--- config.mk ---
export PLATFORM = sky130hd
export DESIGN_NAME = shift_pipe
export DESIGN_NICKNAME = d
export VERILOG_FILES = /design/src/rtl/shift_pipe.sv
export SDC_FILE = /design/constraint.sdc
export NUM_CORES = 1
export LEC_CHECK = 0
export ABC_AREA = 1
export BUFFER_PORTS_ARGS = -buffer_cell sky130_fd_sc_hd__buf_2
export CORE_MARGIN = 2
export CORE_UTILIZATION = 45
export CTS_CLUSTER_SIZE = 25
export DETAILED_ROUTE_END_ITERATION = 10
export GPL_TIMING_DRIVEN = 0
export HOLD_SLACK_MARGIN = 0.12
export SLEW_MARGIN = 25
export SYNTH_ARGS = -nofsm -noshare
export SYNTH_HDL_FRONTEND = slang
export SYNTH_SLANG_ARGS = --single-unit
--- constraint.sdc ---
create_clock -name clock_i -period 9.3 [get_ports clock_i]
set_input_delay 0.465 -clock clock_i [delete_from_list [all_inputs] [get_ports clock_i]]
set_output_delay 0.465 -clock clock_i [all_outputs]
set_load 0.02 [all_outputs]
--- src/rtl/shift_pipe.sv ---
`default_nettype none
// ============================================================================
// Module   : shift_pipe
// Brief    : Pipelined barrel shifter (SLL/SRL/SRA/ROR), one shift level per stage
// Revision : 1.0
// ============================================================================
module shift_pipe #(
   parameter  int WIDTH = 32,
   parameter  int TAGW  = 5,
   localparam int SHW   = $clog2(WIDTH)
) (
   input  logic             clock_i,
   input  logic             reset_ni,
   input  logic             flush_i,
   input  logic             in_valid_i,
   output logic             in_ready_o,
   input  logic [WIDTH-1:0] in_data_i,
   input  logic [SHW-1:0]   in_shamt_i,
   input  logic [1:0]       in_op_i,
   input  logic [TAGW-1:0]  in_tag_i,
   output logic             out_valid_o,
   input  logic             out_ready_i,
   output logic [WIDTH-1:0] out_data_o,
   output logic [TAGW-1:0]  out_tag_o,
   output logic [SHW:0]     occupancy_o
);

   localparam logic [1:0] OP_SLL = 2'b00;
   localparam logic [1:0] OP_SRL = 2'b01;
   localparam logic [1:0] OP_SRA = 2'b10;
   localparam logic [1:0] OP_ROR = 2'b11;

   logic             adv;
   logic             accept;

   logic [SHW-1:0]   valid_q;
   logic [SHW-1:0]   valid_d;
   logic [WIDTH-1:0] data_q    [SHW];
   logic [WIDTH-1:0] data_d    [SHW];
   logic [SHW-1:0]   shamt_q   [SHW];
   logic [SHW-1:0]   shamt_src [SHW];
   logic [1:0]       op_q      [SHW];
   logic [1:0]       op_src    [SHW];
   logic [TAGW-1:0]  tag_q     [SHW];
   logic [TAGW-1:0]  tag_src   [SHW];
   logic [SHW:0]     occ_q;
   logic [SHW:0]     occ_d;

   // The whole pipe moves as one; a stalled output freezes every stage.
   assign adv        = !valid_q[SHW-1] || out_ready_i;
   assign in_ready_o = adv && !flush_i;
   assign accept     = in_valid_i && in_ready_o;

   for (genvar k = 0; k < SHW; k++) begin : g_stage
      localparam int AMT = 1 << (SHW - 1 - k);

      logic             src_valid;
      logic [WIDTH-1:0] src_data;
      logic [WIDTH-1:0] sll;
      logic [WIDTH-1:0] srl;
      logic [WIDTH-1:0] sra;
      logic [WIDTH-1:0] ror;
      logic [WIDTH-1:0] next_data;

      if (k == 0) begin : g_head
         assign src_valid    = accept;
         assign src_data     = in_data_i;
         assign shamt_src[k] = in_shamt_i;
         assign op_src[k]    = in_op_i;
         assign tag_src[k]   = in_tag_i;
      end else begin : g_body
         assign src_valid    = valid_q[k-1];
         assign src_data     = data_q[k-1];
         assign shamt_src[k] = shamt_q[k-1];
         assign op_src[k]    = op_q[k-1];
         assign tag_src[k]   = tag_q[k-1];
      end

      assign sll = {src_data[WIDTH-1-AMT:0], {AMT{1'b0}}};
      assign srl = {{AMT{1'b0}}, src_data[WIDTH-1:AMT]};
      // The operand sign survives every earlier stage, so the current MSB is the fill bit.
      assign sra = {{AMT{src_data[WIDTH-1]}}, src_data[WIDTH-1:AMT]};
      assign ror = {src_data[AMT-1:0], src_data[WIDTH-1:AMT]};

      always_comb begin
         next_data = src_data;
         if (shamt_src[k][SHW-1-k]) begin
            case (op_src[k])
               OP_SLL:  next_data = sll;
               OP_SRL:  next_data = srl;
               OP_SRA:  next_data = sra;
               OP_ROR:  next_data = ror;
               default: next_data = src_data;
            endcase
         end
      end

      assign data_d[k]  = next_data;
      assign valid_d[k] = flush_i ? 1'b0 : (adv ? src_valid : valid_q[k]);
   end

   always_comb begin
      occ_d = '0;
      for (int k = 0; k < SHW; k++) begin
         occ_d = occ_d + {{SHW{1'b0}}, valid_d[k]};
      end
   end

   always_ff @(posedge clock_i) begin
      if (!reset_ni) begin
         valid_q <= '0;
         occ_q   <= '0;
         for (int k = 0; k < SHW; k++) begin
            data_q[k]  <= '0;
            shamt_q[k] <= '0;
            op_q[k]    <= '0;
            tag_q[k]   <= '0;
         end
      end else begin
         valid_q <= valid_d;
         occ_q   <= occ_d;
         if (adv) begin
            for (int k = 0; k < SHW; k++) begin
               data_q[k]  <= data_d[k];
               shamt_q[k] <= shamt_src[k];
               op_q[k]    <= op_src[k];
               tag_q[k]   <= tag_src[k];
            end
         end
      end
   end

   assign out_valid_o = valid_q[SHW-1];
   assign out_data_o  = data_q[SHW-1];
   assign out_tag_o   = tag_q[SHW-1];
   assign occupancy_o = occ_q;

endmodule
`default_nettype wire

==> results.md, run 1 <==
* Worst path required time at 9.72 ns
* Hold_ws at 0.2235 ns
* Die X at approximately 160 µm
* Max H-tree Level at 1
* Hold depth at 3
* Multi-input gate area at between 3000 and 4000 µm²
* Number of core rows at 58
* DRC Markers at 0
* Worst reg2reg path depth at 10
* Yosys top cell area share at 53.20%
* Cell chosen for the clock root: clkbuf_16
* Post-route ant nets at 0
* Synth Area in Adders at 0.4586%
* Clock latency on the worst-skew pair at 0.52 ns
* Final hold violation count at 0
* Slew Limit Fails at 0
* Global route overflow at 0
* IO Port Bufs at 90
* Proportion of synthesized area in mux cells at 0%
* DP HPWL at slightly below 20000 µm
* Final Cycle Share at between 20% and 30%
* Top cells by area, synth: edfxtp_1 (53%), nand2_1 (13%), nor2_1 (9.2%)
* P per Cell Area at roughly 170 nW/µm²
* Number of antenna repair diodes at 0
* TritonCTS clock tree: yes
* WS Path Type: reg2reg
* Crit path DAT at ~2.8 ns
* Synth-to-Final Area Change at 15.24%
* Clk pin slew, worst setup/hold paths at around 0.060 ns
* Final Non-Filler Cells at about 1900
* Crit path launch: valid_q[4]$_SDFF_PN0_
* Slew margin rel. at 62.92%
* FMAX at between 400 and 500 MHz
* Most frequent cells in the layout: nand2_1 (410), nor2_1 (280), edfxtp_1 (203)
* Core Area at around 25000 µm²
* Die Area at between 20000 and 30000 µm²
* Pin count of the biggest net entering global routing at between 50 and 60
* Crit-path cells: inv_1 > nor2_1 > nand2_1 > nand3_1 > fa_1 > fa_1 > inv_1 > ha_1 > nand2_1 > inv_1
* Post-synthesis register bit count at 211
* Die height at around 160 µm
* Largest family of logic cells by synthesized area: simple AND/OR/NAND/NOR gates
* Synth Cell Area at 11460 µm²
* Routed length per instance at between 10 and 15 µm
* Setup Skew at 0.01949 ns
* Slew at the pin closest to its max-slew limit at around 0.56 ns
* Finished Core Util at around 53%
* Initial antenna violation count at 0
* Worst Hold Class: in2reg
* Max stage delay cell, worst path: fa_1
* Hold Path Origin: reset_ni
* Total GRT Usage at about a fifth
* CP max FO at 7
* I/O pin total at 94
* Compound-gate portion of the synthesized area at about 2.8%
* Crit path time final at roughly 2.4 ns
* Simple-gate area share of the yosys netlist at 30.72%
* Area leader, netlist: edfxtp_1
* Vias at between 8000 and 9000
* CP peak stage delay at approximately 0.46 ns
* Via/cell ratio at between 4 and 5
* Status: finished, final reports clean
* Reg area at ~6300 µm²
* Share of post-route cells with drive strength above 1 at 16.35%
* Setup TNS at 0 ns
* Number of setup violations in the final report at 0
* RSZ-0062 raised after global routing: false
* CP dominant cell by count: inv_1
* Max_cap viols at 0
* First-pass GRT wire length at between 40000 and 50000 µm
* Post-CTS Setup Bufs at 0
* Final WL at roughly 26000 µm
* Synth cell types at 24
* Commonest non-fill, non-tap cell in the layout: nand2_1
* Num CTS Buffers at 24
* Non-Filler Cell Area, Final at 13210 µm²
* Reg-to-Reg Start: valid_q[4]$_SDFF_PN0_
* Syn Inst Count at about 1400
* End of the worst register-to-register path: occupancy_o[1]$_SDFF_PN0_
* Leak at about 6.2 nW
* Avg Cell Area, Syn at roughly 8 µm²
* First-pass DRT Iterations at 5
* Worst setup SP type: flop
* Ys Warns at 0
* DR iter-0 viols at between 600 and 700
* Final #Nets at 1600
* Initial core utilization at between 40% and 50%
* CP endpoint kind: flop
* VDD IR max at between 0.1 and 0.15 mV
* Synth Area in XOR/XNOR at 0%
* Hold buffers post-CTS at 0
* PostCTS Resize Cnt at 0
* Crit path to: occupancy_o[1]$_SDFF_PN0_
* Sequential area share after synthesis at a little over half
* GPL Wtd Cong at between 0.9 and 1
* Worst-case clock buffer depth at 3
* DP Cell Count at ~1900
* Fillers at around 2400
* Reg2reg setup slack at 6.92 ns
* Clk sinks at ~210
* DP Area at 12420 µm²
* Vias in the first global route at roughly 8400
==> cell usage after synthesis, drive strengths merged <==
master  number
a21oi       47
buf        100
clkbuf      19
clkinv       1
conb         1
dfxtp        8
edfxtp     203
fa           2
ha           1
inv        161
nand2      416
nand3      152
nor2       283
o21ai       16
or2         16
==> kinds of logic after synthesis <==
| kind of cell | Yosys count |
|---|---|
| adders and majority gates | 3 |
| DFF | 211 |
| AOI/OAI and AO/OA | 63 |
| and+or+nand+nor | 867 |
| other | 1 |
| buffers and inverters | 281 |
==> worst max-delay path: cells and delay by family, from the launching register on <==
kind                     cells  cell delay [ns]
adder cells (fa/ha/maj)      3             1.08
buffers and inverters        3             0.15
flip-flops                   1             0.36
AND/OR/NAND/NOR              4             0.70
==> final cells by class <==
type | count | share of cell area, %
buffer | 119 | 5.325
clock buffer | 32 | 4.927
clock inverter | 12 | 0.9854
inverter | 162 | 4.605
multi-input combinational | 936 | 29.58
sequential | 211 | 47.38
tap | 330 | 3.127
timing repair buffer | 94 | 4.074
==> per-layer routing <==
| metal | share of wire, % | global-route usage, % |
|---|---|---|
| met2 | 52 | 37.92 |
| met5 | 0 | 0 |
| met4 | 3.0 | 7.177 |
| met1 | 41 | 23.04 |
| met3 | 4.2 | 2.616 |
==> sequential cells by signal, indices dropped and copies added, names as in the netlist <==
name,flops
shamt_q,10
data_q,160
valid_q,5
tag_q,25
occupancy_o,3
op_q,8
==> worst min path at each step <==
stage,slack (ns),end
after floorplan,0.50,valid_q[4]$_SDFF_PN0_
after global placement,0.52,shamt_q[0][10]$_SDFFCE_PN0P_
after detailed placement,0.53,tag_q[0][13]$_SDFFCE_PN0P_
after CTS,0.21,occupancy_o[2]$_SDFF_PN0_
after global routing,0.22,occupancy_o[2]$_SDFF_PN0_
final,0.22,occupancy_o[1]$_SDFF_PN0_
==> through the flow <==
| step | setup slack, ns | power [mW] |
|---|---|---|
| detailed placement | 6.699 | 1.356 |
| CTS | 6.880 | 2.266 |
| global route | 6.696 | 2.348 |
| floorplan | 3.560 | 1.280 |
| finish | 6.923 | 2.245 |
| global placement | 1.730 | 1.354 |
==> where the power goes <==
group          internal (mW)  switching (mW)
Combinational         0.0800           0.132
Clock                  0.549           0.359
Sequential              1.09          0.0388
Total                   1.72           0.530
(Power assumes the default switching activity.)
==> run 2, diff against run 1 <==
--- a/config.mk
+++ b/config.mk
@@ -13,6 +13,7 @@
 export DETAILED_ROUTE_END_ITERATION = 10
 export GPL_TIMING_DRIVEN = 0
 export HOLD_SLACK_MARGIN = 0.12
+export PLACE_DENSITY = 0.65
 export SLEW_MARGIN = 25
 export SYNTH_ARGS = -nofsm -noshare
 export SYNTH_HDL_FRONTEND = slang
==> constraint.sdc (replaced) <==
create_clock -name clock_i -period 2 [get_ports clock_i]
set_input_delay 0.1 -clock clock_i [delete_from_list [all_inputs] [get_ports clock_i]]
set_output_delay 0.1 -clock clock_i [all_outputs]
set_load 0.02 [all_outputs]
==> results.md, run 2 (synthesis results as in run 1) <==
* Status: finished with violations
* Failing checks: setup timing
* Setup Skew at 0.01133 ns (-0.008162 ns)
* FMAX at 492.7 MHz (+17%)
* Final hold violation count at 0 (unchanged)
* IO Port Bufs at 90 (unchanged)
* GR Util met2 at 38.67% (+0.75 points)
* Die X at 163.6 µm (unchanged)
* Die height at 163.6 µm (unchanged)
* Slew Limit Fails at 0 (unchanged)
* End of the worst register-to-register path: occupancy_o[1]$_SDFF_PN0_
* Core Area at 25110 µm² (unchanged)
* Synth-to-Final Area Change at 20.00%
* Met3 usage at 2.514% (-0.10 points)
* Post-route ant nets at 0 (unchanged)
* Initial core utilization at 45.63% (unchanged)
* Fillers at 2279 (-6.9%)
* RSZ-0062 raised after global routing: true
* WS Path Type: reg2reg
* Via/cell ratio at 4.737 (+0.46%)
* Worst-case clock buffer depth at 3 (unchanged)
* TritonCTS clock tree: yes
* Reg2reg setup slack at -0.03 ns (-6.95 ns)
* Pin count of the biggest net entering global routing at 98 (+81%)
* Worst setup SP type: flop
* Crit path time final at 2.030 ns (-0.3477 ns)
* Clk sinks at 211 (unchanged)
* DRC Markers at 0 (unchanged)
* Cell chosen for the clock root: clkbuf_16
* Global route overflow at 0 (unchanged)
* Most frequent cells in the layout: nand2_1 (408), nor2_1 (279), edfxtp_1 (203)
* Total power at 10.37 mW (+360%)
* Worst reg2reg path depth at 10 (unchanged)
* DR iter-0 viols at 566 (-12%)
* GPL Wtd Cong at 0.9139 (-0.95%)
* Largest register FFs at 160 (unchanged)
* Top Registers: data_q (160), tag_q (25), shamt_q (10)
* Num CTS Buffers at 23 (-4.2%)
* Crit path DAT at 2.45 ns (-0.35 ns)
* Hold Path Origin: in_valid_i
* Finished Core Util at 54.76% (+2.2 points)
* I/O pin total at 94 (unchanged)
* Vias in the first global route at 8929 (+5.9%)
* P per Cell Area at 754.1 nW/µm² (+340%)
* Met1 Usage GRT at 23.31% (+0.27 points)
* Number of antenna repair diodes at 0 (unchanged)
* Initial antenna violation count at 0 (unchanged)
* Leak at 6.449 nW (+3.6%)
* First-pass DRT Iterations at 6 (+1)
* Routed length per instance at 13.81 µm (+1.3%)
* Global route hottest layer: met2
* Max H-tree Level at 1 (unchanged)
* Setup ws final at -0.02957 ns (-6.952 ns)
* CP max FO at 6 (-1)
* CP endpoint kind: flop
* VDD IR max at 0.4626 mV (+330%)
* Slew at the pin closest to its max-slew limit at 0.5705 ns (+0.01436 ns)
* Hold EP: occupancy_o[0]$_SDFF_PN0_
* Total GRT Usage at 20.47% (+0.43 points)
* Slew margin rel. at 61.97% (-0.96 points)
* Commonest non-fill, non-tap cell in the layout: nand2_1
* Clk pin slew, worst setup/hold paths at 0.06 ns (about the same)
* Number of setup violations in the final report at 1 (+1)
* DP HPWL at 19160 µm (-2.6%)
* Hold depth at 7 (+4)
* Die Area at 26760 µm² (unchanged)
* Worst path required time at 2.42 ns (-7.30 ns)
* Worst Hold Class: in2reg
* Top reg by flops: data_q
* Max_cap viols at 0 (unchanged)
* Clock latency on the worst-skew pair at 0.52 ns (about the same)
* Final Cycle Share at 101.5% (+76 points)
* First-pass GRT wire length at 43680 µm (+2.7%)
* Reg-to-Reg Start: valid_q[4]$_SDFF_PN0_
* Final #Nets at 1655 (+3.4%)
* Final WL at 26920 µm (+4.1%)
* Number of core rows at 58 (unchanged)
* Vias at 9232 (+3.3%)
* Share of post-route cells with drive strength above 1 at 16.12% (-0.23 points)
==> run 2: routing by layer <==
metal / up-vias / share of wire (%)
li1: 4803 / -
met5: - / 0
met1: 4138 / 41
met2: 233 / 52
met3: 58 / 3.6
met4: 0 / 3.8
==> run 2: how the worst max path moves through the flow <==
| stage | from | endpoint | slack, ns | cells past startpoint |
|---|---|---|---|---|
| floorplan | valid_q[4]$_SDFF_PN0_ | occupancy_o[1]$_SDFF_PN0_ | -0.06 | 10 |
| detailed placement | valid_q[4]$_SDFF_PN0_ | occupancy_o[1]$_SDFF_PN0_ | -0.12 | 10 |
| finish | valid_q[4]$_SDFF_PN0_ | occupancy_o[1]$_SDFF_PN0_ | -0.03 | 10 |
| global route | valid_q[4]$_SDFF_PN0_ | occupancy_o[1]$_SDFF_PN0_ | -0.12 | 10 |
| global placement | valid_q[4]$_SDFF_PN0_ | occupancy_o[1]$_SDFF_PN0_ | -0.1 | 10 |
| CTS | valid_q[4]$_SDFF_PN0_ | occupancy_o[1]$_SDFF_PN0_ | -0.01 | 10 |
==> run 2: worst max-delay path: stages (launching register included) <==
cell and delay (ns):
dfxtp_4 0.35, inv_2 0.04, nor2_4 0.18, nand2_2 0.08, nand3_2 0.10, fa_1 0.45
fa_2 0.35, inv_1 0.06, ha_1 0.22, nand2_1 0.06, inv_1 0.03
==> run 2: area by class of cell <==
class	count	area (µm²)	share of cell area, %
Sequential cell	211	6260	45.52
Multi-Input combinational cell	936	3945	28.69
Timing Repair Buffer	150	1097	7.980
Buffer	119	708.2	5.150
Clock buffer	29	608.1	4.422
Inverter	162	608.1	4.422
Tap cell	330	412.9	3.003
Clock inverter	12	111.4	0.8098
==> run 2: repair_timing <==
action,in CTS,in global routing
hold endpoints to repair,51,0
setup buffers,2,1
gates resized for setup,1,7
hold buffers,54,0
pin swaps,1,3
gates cloned,0,1
setup endpoints to repair,2,80
==> run 2: metrics by stage <==
| step | instance area (µm²) | TNS [ns] | std cells | worst slack, ns | hold WS, ns |
|---|---|---|---|---|---|
| after floorplan | 11500 | -0.05547 | 1428 | -0.05547 | 0.1935 |
| after global placement | 12360 | -14.68 | 1848 | -0.09720 | 0.3992 |
| after detailed placement | 12420 | -0.1233 | 1850 | -0.1233 | 0.4067 |
| after CTS | 13700 | -0.01120 | 1947 | -0.01120 | 0.3144 |
| after global routing | 13750 | -0.1329 | 1949 | -0.1217 | 0.3572 |
| final | 13750 | -0.02957 | 1949 | -0.02957 | 0.3170 |
==> run 2: report_power, final <==
part / internal [mW] / switching (mW)
sequential: 5.05 / 0.177
combinational: 0.445 / 0.638
clock: 2.40 / 1.65
